File: src/rtl/shift_add_mul_ctrl.sv
`default_nettype none
// ============================================================================
// Module   : ADD_8
// Brief    : Parameterised ripple-carry adder (SIZE bits, carry in/out).
// Ports    : i_a, i_b  - addends
//            i_ci      - carry in
//            o_sum     - SIZE-bit sum
//            o_co      - carry out of the most significant bit
// Revision : 1.0 - initial release
// ============================================================================
module ADD_8 #(
    parameter int SIZE = 8
) (
    input  logic [SIZE-1:0] i_a,
    input  logic [SIZE-1:0] i_b,
    input  logic            i_ci,
    output logic [SIZE-1:0] o_sum,
    output logic            o_co
);

    logic [SIZE:0] w_c;

    assign w_c[0] = i_ci;

    for (genvar gi = 0; gi < SIZE; gi++) begin : g_bit
        assign o_sum[gi]  = i_a[gi] ^ i_b[gi] ^ w_c[gi];
        assign w_c[gi+1]  = (i_a[gi] & i_b[gi]) | (w_c[gi] & (i_a[gi] ^ i_b[gi]));
    end

    assign o_co = w_c[SIZE];

endmodule

// ============================================================================
// Module   : shift_add_mul_ctrl
// Brief    : Unsigned SIZE x SIZE shift-and-add multiplier that reuses one
//            ADD_8 instance, one iteration per clock, SIZE iterations.
// Ports    : clk     - rising-edge clock
//            rst     - synchronous active-high reset
//            start   - request, only honoured in IDLE
//            a, b    - multiplicand / multiplier, captured on accepted start
//            busy    - high while iterating
//            done    - one-cycle pulse, product valid from this cycle
//            product - 2*SIZE-bit result, held until the next accepted start
// Revision : 1.0 - initial release
// ============================================================================
module shift_add_mul_ctrl #(
    parameter int SIZE  = 8,
    parameter int CNT_W = $clog2(SIZE) + 1
) (
    input  logic              clk,
    input  logic              rst,
    input  logic              start,
    input  logic [SIZE-1:0]   a,
    input  logic [SIZE-1:0]   b,
    output logic              busy,
    output logic              done,
    output logic [2*SIZE-1:0] product
);

    typedef enum logic [1:0] {
        S_IDLE = 2'd0,
        S_CALC = 2'd1,
        S_DONE = 2'd2
    } state_t;

    localparam logic [CNT_W-1:0] C_LAST = CNT_W'(SIZE - 1);

    state_t              r_state;
    logic [SIZE-1:0]     r_mcand;
    logic [SIZE-1:0]     r_acc_hi;
    logic [SIZE-1:0]     r_acc_lo;
    logic [CNT_W-1:0]    r_cnt;
    logic                r_busy;
    logic                r_done;
    logic [2*SIZE-1:0]   r_product;

    logic [SIZE-1:0]     w_addend;
    logic [SIZE-1:0]     w_sum;
    logic                w_co;
    logic [2*SIZE-1:0]   w_shifted;

    // Add the multiplicand only when the current multiplier bit is set.
    assign w_addend = r_acc_lo[0] ? r_mcand : '0;

    ADD_8 #(
        .SIZE (SIZE)
    ) u_add (
        .i_a   (r_acc_hi),
        .i_b   (w_addend),
        .i_ci  (1'b0),
        .o_sum (w_sum),
        .o_co  (w_co)
    );

    // {co,sum,acc_lo} shifted right by one; the consumed multiplier bit drops
    // off the bottom and the carry is kept as the new top bit.
    assign w_shifted = {w_co, w_sum, r_acc_lo[SIZE-1:1]};

    always_ff @(posedge clk) begin
        if (rst) begin
            r_state   <= S_IDLE;
            r_mcand   <= '0;
            r_acc_hi  <= '0;
            r_acc_lo  <= '0;
            r_cnt     <= '0;
            r_busy    <= 1'b0;
            r_done    <= 1'b0;
            r_product <= '0;
        end else begin
            case (r_state)
                S_IDLE: begin
                    r_done <= 1'b0;
                    if (start) begin
                        r_mcand  <= a;
                        r_acc_hi <= '0;
                        r_acc_lo <= b;
                        r_cnt    <= '0;
                        r_busy   <= 1'b1;
                        r_state  <= S_CALC;
                    end
                end
                S_CALC: begin
                    {r_acc_hi, r_acc_lo} <= w_shifted;
                    r_cnt                <= r_cnt + 1'b1;
                    if (r_cnt == C_LAST) begin
                        r_product <= w_shifted;
                        r_busy    <= 1'b0;
                        r_done    <= 1'b1;
                        r_state   <= S_DONE;
                    end
                end
                S_DONE: begin
                    r_done  <= 1'b0;
                    r_state <= S_IDLE;
                end
                default: begin
                    r_busy  <= 1'b0;
                    r_done  <= 1'b0;
                    r_state <= S_IDLE;
                end
            endcase
        end
    end

    assign busy    = r_busy;
    assign done    = r_done;
    assign product = r_product;

endmodule
`default_nettype wire

File: config.mk
export PLATFORM = sky130hd
export DESIGN_NAME = shift_add_mul_ctrl
export DESIGN_NICKNAME = d
export VERILOG_FILES = /design/src/rtl/shift_add_mul_ctrl.sv
export SDC_FILE = /design/constraint.sdc
export NUM_CORES = 1
export LEC_CHECK = 0
export CAP_MARGIN = 20
export CORE_MARGIN = 4
export CORE_UTILIZATION = 29
export CTS_CLUSTER_DIAMETER = 150
export DETAILED_ROUTE_END_ITERATION = 8
export DONT_BUFFER_PORTS = 1
export PLACE_DENSITY = 0.48
export SLEW_MARGIN = 20
export SYNTH_ARGS = -nofsm -noshare
export SYNTH_HDL_FRONTEND = slang
export SYNTH_SLANG_ARGS = --single-unit
File: constraint.sdc
create_clock -name clk -period 3.1 [get_ports clk]
set_input_delay 0.465 -clock clk [delete_from_list [all_inputs] [get_ports clk]]
set_output_delay 0.465 -clock clk [all_outputs]
set_load 0.02 [all_outputs]
==> run metrics, run 1 <==
CP startpoint kind=register; crit path max fanout=4; CTS tree=yes; Worst Setup Path Type=reg2reg; largest net degree at the start of global routing=34; share of layout cells above drive strength 1=15.8%; Register Area=962 µm²; CTS Buf Count=5; EDFF count, synth=0; WHS=0.221 ns; asr flop ratio synth=0%; Max Cap Viol=0; clock-pin slew on the worst setup and hold paths=0.09 ns; CP endpoint kind=register; Worst-Margin Slew=0.689 ns; Chip Width=92.0 µm; Leakage=0.746 nW; Pwr per Cell Area=509 mW/mm²; nets=230; Die Y=92.0 µm; synth top area cells=dfxtp_1, fa_1, o2bb2ai_1; post-route ant nets=0; number of global-route vias before repair=1466; Final WS setup=-0.0670 ns; Post-Syn Instances=204; H-Tree Depth=2; period utilization=102%; outcome=complete, but fails checks; Min-Delay Path Class=in2reg; fillers=736; Hold Buf Count CTS=0; port buffer count=0; clk root buf=clkbuf_8; Worst path most repeated cell=fa_2; area grow syn2layout=9.04%; site row count=30; Hold Path Stages=1; Mapped Avg Cell Area=10.0 µm²; Die ar.=0.00847 mm²; final wirelength=4860 µm; Fmax=0.316 GHz; IO Count=37; top_reg_cell synth=dfxtp_1; worst vdd ir=0.174 mV; Placeable Area=0.00683 mm²; clock buffer depth=2; Clock Skews=0.00688 ns; CTS sink count=48; Initial Util=30.0%; first-pass GRT wire length=7960 µm; Slew HR=54.0%; Hold Vio Cnt, Final=0; routed via count=1451; initial antenna violation count=0; CP Data Required Time=3.27 ns; Placer Congestion=0.762; Setup WS pre-CTS=-0.109 ns; most frequent cell after synthesis=dfxtp_1; slowest CP cell=fa_1; Synth top area share=46.9%; register bit total from synthesis=48; detailed-route DRC error count=0; DR vias/cell=4.87; synth cell count leaders=dfxtp_1, nor2_1, nand2_1; synth warn=0; Initial DRC Count=49; final setup vio count=2; first drt pass iteration count=4; RSZ-0062 raised after global routing=true; worst stage delay on the critical path=0.50 ns; cells along the critical path=and2_4 > ha_4 > fa_2 > inv_2 > fa_2 > inv_2 > fa_2 > inv_2 > fa_2 > fa_2 > fa_2 > fa_1 > o32ai_1; Synth cell types=38; synthesized net count=232; post-DP HPWL=3520 µm; worst reg2reg path depth=13; failing checks=negative setup slack; Total Routing Usage GR=12.1%; Pins Over Slew Limit=0; total congestion overflow=0; worst skew pair latency=0.30 ns; Critical Path AT=3.34 ns; Synth area leader=dfxtp_1; register area share after synthesis=46.9%; area of the multi-input gates=981 µm²; # diodes=0; Tmin final=3.17 ns; Syn Std Cell Area=0.00205 mm²; WL/cell=16.3 µm
==> cells by family (layout without fill, tap and decap cells) <==
logic type	count (synthesis)	after routing	synth area share, %
multiplexers	1	1	0.489
adder cells (fa/ha/maj)	9	9	8.06
buffers and inverters	24	22	6.66
flip-flops	48	48	46.9
AND/OR/NAND/NOR	58	58	15.3
AO/OA/AOI/OAI	64	64	22.5
==> layout make-up <==
type / count / area share [%]
repair buffers: 4 / 1.34
flip-flops and latches: 48 / 43.1
well taps: 96 / 5.38
inverters: 11 / 1.96
clock buffers: 7 / 4.31
multi-input cells: 132 / 43.9
==> worst paths after layout <==
kind                                                from                       end  slack, ns
worst max-delay path            r_acc_lo[0]$_SDFFE_PP0P_  r_acc_hi[6]$_SDFFE_PP0P_      -0.07
worst min-delay path                                 rst   product[1]$_SDFFE_PP0P_       0.22
worst max register to register  r_acc_lo[0]$_SDFFE_PP0P_  r_acc_hi[6]$_SDFFE_PP0P_      -0.07
worst min register to register   r_mcand[6]$_SDFFE_PP0P_   r_mcand[6]$_SDFFE_PP0P_       0.47
==> metrics by stage <==
step                instance area, µm²  utilization [%]  setup TNS (ns)  std cells  total power [mW]
floorplan                         2090                -          -0.151        204             0.736
global placement                  2130             31.2          -0.136        290             0.749
detailed placement                2130             31.2          -0.186        290             0.749
CTS                               2230             32.6          -0.131        297              1.15
global route                      2230             32.7          -0.534        298              1.19
finish                            2230             32.7         -0.0973        298              1.14
==> flip-flops by register name, summed over array words and instances (netlist names) <==
| register | count |
|---|---|
| busy | 1 |
| done | 1 |
| product | 16 |
| r_acc_hi | 8 |
| r_acc_lo | 8 |
| r_cnt | 4 |
| r_mcand | 8 |
| r_state | 2 |
==> repair_timing <==
| item | in CTS | in global routing |
|---|---|---|
| buffers inserted | 0 | 1 |
| hold endpoints to repair | 0 | 0 |
| pin swaps | 0 | 0 |
| gates resized for setup | 3 | 0 |
| gates cloned | 0 | 0 |
| setup endpoints to repair | 4 | 4 |
==> routing by layer <==
metal / part of all wire (%) / track usage, % / vias up
met1: 47 / 15.7 / 691
met3: 6.2 / 4.76 / 5
met5: 0 / 0 / -
met2: 46 / 18.6 / 32
li1: - / - / 723
met4: 0.88 / 3.22 / 0
==> cell usage in the layout, fill, tap and decap left out, types with 4 or more instances in the layout <==
cell type	netlist	final
o32ai_1	4	4
nand2_1	15	15
fa_2	0	6
nand3_1	6	6
a211oi_1	6	6
a22o_1	9	9
o22ai_1	4	4
buf_4	0	4
nor2_1	16	16
inv_1	10	7
clkbuf_8	0	7
o21ai_0	12	12
o2bb2ai_1	10	10
dfxtp_1	48	47
a21oi_1	13	13
==> worst max-delay path: cells and delay by family (launching register included) <==
family                   cells  cell delay [ns]
adder cells (fa/ha/maj)      8             2.33
flip-flops                   1             0.35
AND/OR/NAND/NOR              1             0.15
buffers and inverters        3             0.14
AO/OA/AOI/OAI                1             0.07
==> power by group <==
group / total, mW / switching (mW) / internal (mW) / leakage, nW
Combinational: 0.0806 / 0.0459 / 0.0347 / 0.305
Sequential: 0.654 / 0.0183 / 0.636 / 0.391
Clock: 0.402 / 0.203 / 0.199 / 0.0503
Total: 1.14 / 0.267 / 0.870 / 0.746
Note: power is estimated with default switching activity, not from simulation.
==> inputs of run 2 (changes only) <==
GPL_TIMING_DRIVEN = 0   (was default)
RECOVER_POWER = 25   (was default)
==> run 2 against run 1 <==
Compared with the run above:
- the run still ends with negative setup slack left
- critical path depth did not move
- clock skew down 0.00060 ns
- sequential power about the same
- register-to-register slack is essentially flat
- global-route usage grew 0.60 points
- first-iteration DRC count shrank 6.1%
- total power down 0.24%
- clock power decreased by 3%
- die area stayed put
- utilization rose by 0.82 points
- setup slack got worse by 0.013 ns
- largest cell class unchanged
- largest power group unchanged
==> run metrics, run 2 (same netlist as run 1, synthesis figures left out) <==
outcome=complete, but fails checks; switching pwr=0.283 mW (+6.0%); clk root buf=clkbuf_8; total congestion overflow=0 (unchanged); DR vias/cell=4.83 (-0.78%); CTS tree=yes; clock buffer depth=2 (unchanged); CTS sink count=48 (unchanged); Leakage=0.775 nW (+3.9%); Fmax=0.314 GHz (-0.42%); number of global-route vias before repair=1527 (+4.2%); Register Area=965 µm² (+0.26%); Initial Util=30.0% (unchanged); Chip Width=92.0 µm (unchanged); max FFs per register=16 (unchanged); first-pass GRT wire length=8200 µm (+3.0%); Fin Setup TNS=-0.150 ns (-0.0528 ns); WL/cell=16.8 µm (+2.7%); first drt pass iteration count=4 (unchanged); Total Routing Usage GR=12.6% (+0.60 points); Die ar.=0.00847 mm² (unchanged); cell area after layout=0.00229 mm² (+2.5%); Pwr per Cell Area=495 mW/mm² (-2.7%); detailed-route DRC error count=0 (unchanged); IO Count=37 (unchanged); Worst-Margin Slew=0.597 ns (-0.0919 ns); WHS=0.295 ns (+0.0733 ns); failing checks=negative setup slack; Final WS setup=-0.0803 ns (-0.0133 ns); commonest cells after routing, fill and taps aside=dfxtp_1, nor2_1, nand2_1; fillers=728 (-1.1%); CP startpoint kind=register; CP Data Required Time=3.29 ns (+0.02 ns); Tmin final=3.18 ns (+0.0133 ns); Placer Congestion=0.787 (+3.3%); share of layout cells above drive strength 1=18.4% (+2.6 points); worst skew pair latency=0.30 ns (about the same); crit path max fanout=3 (-1); Max Cap Viol=0 (unchanged); Critical Path AT=3.37 ns (+0.03 ns); port buffer count=0 (unchanged); area grow syn2layout=11.8%; Slew HR=60.2% (+6.2 points); Clock Skews=0.00628 ns (-0.000604 ns); period utilization=103% (+0.43 points); RSZ-0062 raised after global routing=true; Hold Buf Count CTS=0 (unchanged); Worst Setup Path Type=reg2reg; Placed Area=0.00221 mm² (+3.8%); most common cell after layout, fill and taps aside=dfxtp_1; largest net degree at the start of global routing=15 (-56%); worst vdd ir=0.223 mV (+28%); Pins Over Slew Limit=0 (unchanged); clock-pin slew on the worst setup and hold paths=0.09 ns (about the same); Clock Power Share=34.3% (-1.1 points); end-of-flow core utilization=33.5% (+0.82 points); Placeable Area=0.00683 mm² (unchanged); Logic pwr share=8.3% (+1.2 points); post-DP HPWL=3750 µm (+6.5%); # diodes=0 (unchanged); Min-Delay Path Class=in2reg; final setup vio count=3 (+1); area of the multi-input gates=987 µm² (+0.64%); site row count=30 (unchanged); initial antenna violation count=0 (unchanged); CP endpoint kind=register; Pint=0.851 mW (-2.1%); nets=239 (+3.9%); switching share of power=24.9% (+1.5 points); H-Tree Depth=2 (unchanged); Initial DRC Count=46 (-6.1%); post-route ant nets=0 (unchanged); Die Y=92.0 µm (unchanged); CTS Buf Count=5 (unchanged); routed via count=1488 (+2.5%); final wirelength=5160 µm (+6.2%); Seq pwr share=57.4% (-0.2 points); Hold Vio Cnt, Final=0 (unchanged)
run 2: metrics by stage:
step,setup slack [ns],power [mW],cells
after global placement,-0.205,0.762,300
final,-0.0803,1.13,308
after CTS,-0.186,1.16,309
after floorplan,-0.0833,0.736,204
after detailed placement,-0.215,0.763,300
after global routing,-0.185,1.19,308
run 2: worst paths after layout:
kind	from	endpoint	slack, ns	depth (start not counted)
worst max-delay path	r_acc_lo[0]$_SDFFE_PP0P_	r_acc_hi[6]$_SDFFE_PP0P_	-0.08	13
worst min-delay path	a[6]	r_mcand[6]$_SDFFE_PP0P_	0.29	2
worst max register to register	r_acc_lo[0]$_SDFFE_PP0P_	r_acc_hi[6]$_SDFFE_PP0P_	-0.08	13
worst min register to register	r_mcand[3]$_SDFFE_PP0P_	r_mcand[3]$_SDFFE_PP0P_	0.48	2
run 2: repair_timing:
action / in CTS / in global routing
setup endpoints to repair: 4 / 4
pin swaps: 1 / 1
setup buffers: 1 / 0
resized for setup: 2 / 3
run 2: metal layers:
layer / GRT usage (%) / wire [µm]
met1: 16.3 / 2600
met3: 4.51 / 290
met4: 4.46 / 71
met2: 19.5 / 2200
met5: 0 / 0
run 2: power by group through the flow:
| stage | logic, mW | clock network [mW] | registers, mW |
|---|---|---|---|
| 2_1_floorplan | 0.0751 | 0 | 0.661 |
| 3_3_place_gp | 0.0974 | 0 | 0.665 |
| 3_5_place_dp | 0.0980 | 0 | 0.665 |
| 4_1_cts | 0.100 | 0.410 | 0.651 |
| 5_1_grt | 0.104 | 0.430 | 0.654 |
| 6_report | 0.0940 | 0.388 | 0.651 |
run 2: final cells by class:
cell class                 count  share of cell area (%)
clock buffer                   6                    3.61
clock inverter                 2                   0.437
inverter                      11                    1.91
sequential                    48                    42.1
timing repair buffer           1                   0.328
tap                           96                    5.25
multi-input combinational    132                    43.1
buffer                        12                    3.22
run 2: worst max-delay path: stages (launching register included):
cell     delay (ns)
dfxtp_4        0.37
and2_4         0.14
ha_4           0.12
fa_2           0.18
inv_2          0.04
fa_2           0.33
inv_2          0.06
fa_2           0.18
inv_2          0.04
fa_2           0.34
fa_2           0.36
fa_2           0.34
fa_1           0.51
o32ai_1        0.07
==> inputs of run 3 (changes only) <==
CORE_MARGIN = default   (was 4)
PLACE_DENSITY = 0.52   (was 0.48)
==> run 3 against run 2 <==
Compared with the run above:
- the run still ends with negative setup slack left
- critical endpoint unchanged
- cell count fell by 0.32%
- die area decreased by 13%
- fmax grew 0.32%
==> run metrics, run 3 (same netlist as run 1, synthesis figures left out) <==
outcome=complete, but fails checks; failing checks=negative setup slack; CTS sink count=48 (unchanged); Critical Path AT=3.36 ns (about the same); Placeable Area=0.00679 mm² (-0.55%); Initial Util=30.1% (+0.17 points); Pwr per Cell Area=486 mW/mm² (-1.9%); port buffer count=0 (unchanged); Leakage=0.769 nW (-0.85%); final setup vio count=2 (-1); site row count=30 (unchanged); period utilization=102% (-0.32 points); Placer Congestion=0.740 (-6.0%); first-pass GRT wire length=8160 µm (-0.51%); share of layout cells above drive strength 1=17.5% (-0.86 points); Power Total=1.11 mW (-2.5%); CP startpoint kind=register; post-DP HPWL=3560 µm (-5.0%); WL/cell=16.0 µm (-4.5%); final non-filler cell total=307 (-0.32%); initial antenna violation count=0 (unchanged); worst skew pair latency=0.30 ns (about the same); Die Y=86.0 µm (-6.5%); Slew HR=62.2% (+2.0 points); Chip Width=86.0 µm (-6.5%); Min-Delay Path Class=in2reg; r2r startpoint=r_acc_lo[0]$_SDFFE_PP0P_; CP endpoint kind=register; clock buffer depth=2 (unchanged); nets=239 (unchanged); CTS tree=yes; Worst Setup Path Type=reg2reg; number of global-route vias before repair=1516 (-0.72%); detailed-route DRC error count=0 (unchanged); commonest cells after routing, fill and taps aside=dfxtp_1, nor2_1, nand2_1; Total Routing Usage GR=14.4% (+1.8 points); clk root buf=clkbuf_8; CP Data Required Time=3.29 ns (about the same); worst reg2reg path depth=13 (unchanged); Hold Path Stages=2 (unchanged); CTS Buf Count=5 (unchanged); max FFs per register=16 (unchanged); Placed Cells=300 (unchanged); Pins Over Slew Limit=0 (unchanged); RSZ-0062 raised after global routing=true; Fmax=0.315 GHz (+0.32%); most common cell after layout, fill and taps aside=dfxtp_1; Worst-Margin Slew=0.568 ns (-0.0295 ns); Final WS setup=-0.0703 ns (+0.0100 ns); clock-pin slew on the worst setup and hold paths=0.09 ns (about the same); largest net degree at the start of global routing=14 (-1); DR vias/cell=4.84 (+0.19%); first drt pass iteration count=4 (unchanged); Min-Delay Endpoint=r_mcand[3]$_SDFFE_PP0P_; Reg2Reg Setup Slack=-0.07 ns (about the same); crit path max fanout=4 (+1); Fin Setup TNS=-0.131 ns (+0.0193 ns); Clock Skews=0.00598 ns (-0.000294 ns); area grow syn2layout=11.1%; Hold Vio Cnt, Final=0 (unchanged); capture point of the worst reg-to-reg path=r_acc_hi[6]$_SDFFE_PP0P_; total congestion overflow=0 (unchanged); Max Cap Viol=0 (unchanged); IO Count=37 (unchanged); worst vdd ir=0.182 mV (-19%); H-Tree Depth=2 (unchanged); # diodes=0 (unchanged); final wirelength=4910 µm (-4.8%); HP Start=a[3]; Die ar.=0.00740 mm² (-13%); Initial DRC Count=79 (+72%); post-route ant nets=0 (unchanged); Tmin final=3.17 ns (-0.0100 ns); routed via count=1486 (-0.13%)
## run 3: cell types whose count changed in the layout (fill, tap and decap cells not counted)
cell	previous run	this run
clkinv_2	2	1
o2bb2ai_1	9	10
o2bb2ai_2	1	0
clkbuf_8	6	5
buf_6	3	4
## run 3: stage by stage
| step | cell area (µm²) | hold WS (ns) | util [%] | setup slack (ns) |
|---|---|---|---|---|
| 2_1_floorplan | 2090 | 0.442 | - | -0.0833 |
| 3_3_place_gp | 2210 | 0.460 | 32.5 | -0.198 |
| 3_5_place_dp | 2210 | 0.462 | 32.5 | -0.211 |
| 4_1_cts | 2290 | 0.287 | 33.8 | -0.212 |
| 5_1_grt | 2280 | 0.280 | 33.5 | -0.169 |
| 6_report | 2280 | 0.289 | 33.5 | -0.0703 |
## run 3: worst max-delay path: stages (launching register included)
cell     delay [ns]
dfxtp_4        0.38
and2_4         0.15
ha_4           0.12
fa_2           0.18
inv_2          0.04
fa_2           0.32
inv_2          0.06
fa_2           0.18
inv_2          0.04
fa_2           0.33
fa_2           0.34
fa_2           0.34
fa_1           0.51
o32ai_1        0.07
## run 3: area by class of cell
type,instances,area [µm²]
repair buffers,1,7.51
multi-input cells,132,981
fillers,721,4520
clock inverters,1,5.00
clock buffers,6,72.6
well taps,96,120
flip-flops and latches,48,965
inverters,11,43.8
plain buffers,12,81.3
## run 3: timing repair
action                                  in CTS  in global routing
hold buffers                                 0                  0
endpoints found under the setup margin       4                  4
buffers inserted                             1                  0
pin swaps                                    4                  2
resized for setup                            3                  1
## run 3: how the worst max path moves through the flow
| stage | startpoint | to | slack, ns | depth (start not counted) |
|---|---|---|---|---|
| final | r_acc_lo[0]$_SDFFE_PP0P_ | r_acc_hi[6]$_SDFFE_PP0P_ | -0.07 | 13 |
| after global routing | r_acc_lo[0]$_SDFFE_PP0P_ | r_acc_hi[6]$_SDFFE_PP0P_ | -0.17 | 13 |
| after CTS | r_acc_lo[0]$_SDFFE_PP0P_ | r_acc_hi[6]$_SDFFE_PP0P_ | -0.21 | 14 |
| after detailed placement | r_acc_lo[0]$_SDFFE_PP0P_ | r_acc_hi[6]$_SDFFE_PP0P_ | -0.21 | 14 |
| after global placement | r_acc_lo[0]$_SDFFE_PP0P_ | r_acc_hi[6]$_SDFFE_PP0P_ | -0.20 | 14 |
| after floorplan | r_acc_lo[0]$_SDFFE_PP0P_ | r_acc_hi[6]$_SDFFE_PP0P_ | -0.08 | 14 |
## run 3: report_power, final
part,leakage (nW),switching [mW],internal [mW]
Clock,0.0410,0.208,0.154
Sequential,0.391,0.0160,0.636
Combinational,0.336,0.0554,0.0364
## run 3: per-layer routing
| layer | share of wire (%) | global-route usage, % |
|---|---|---|
| met4 | 1.7 | 4.70 |
| met5 | 0 | 0 |
| met2 | 48 | 23.8 |
| met1 | 46 | 18.0 |
| met3 | 5.1 | 4.43 |
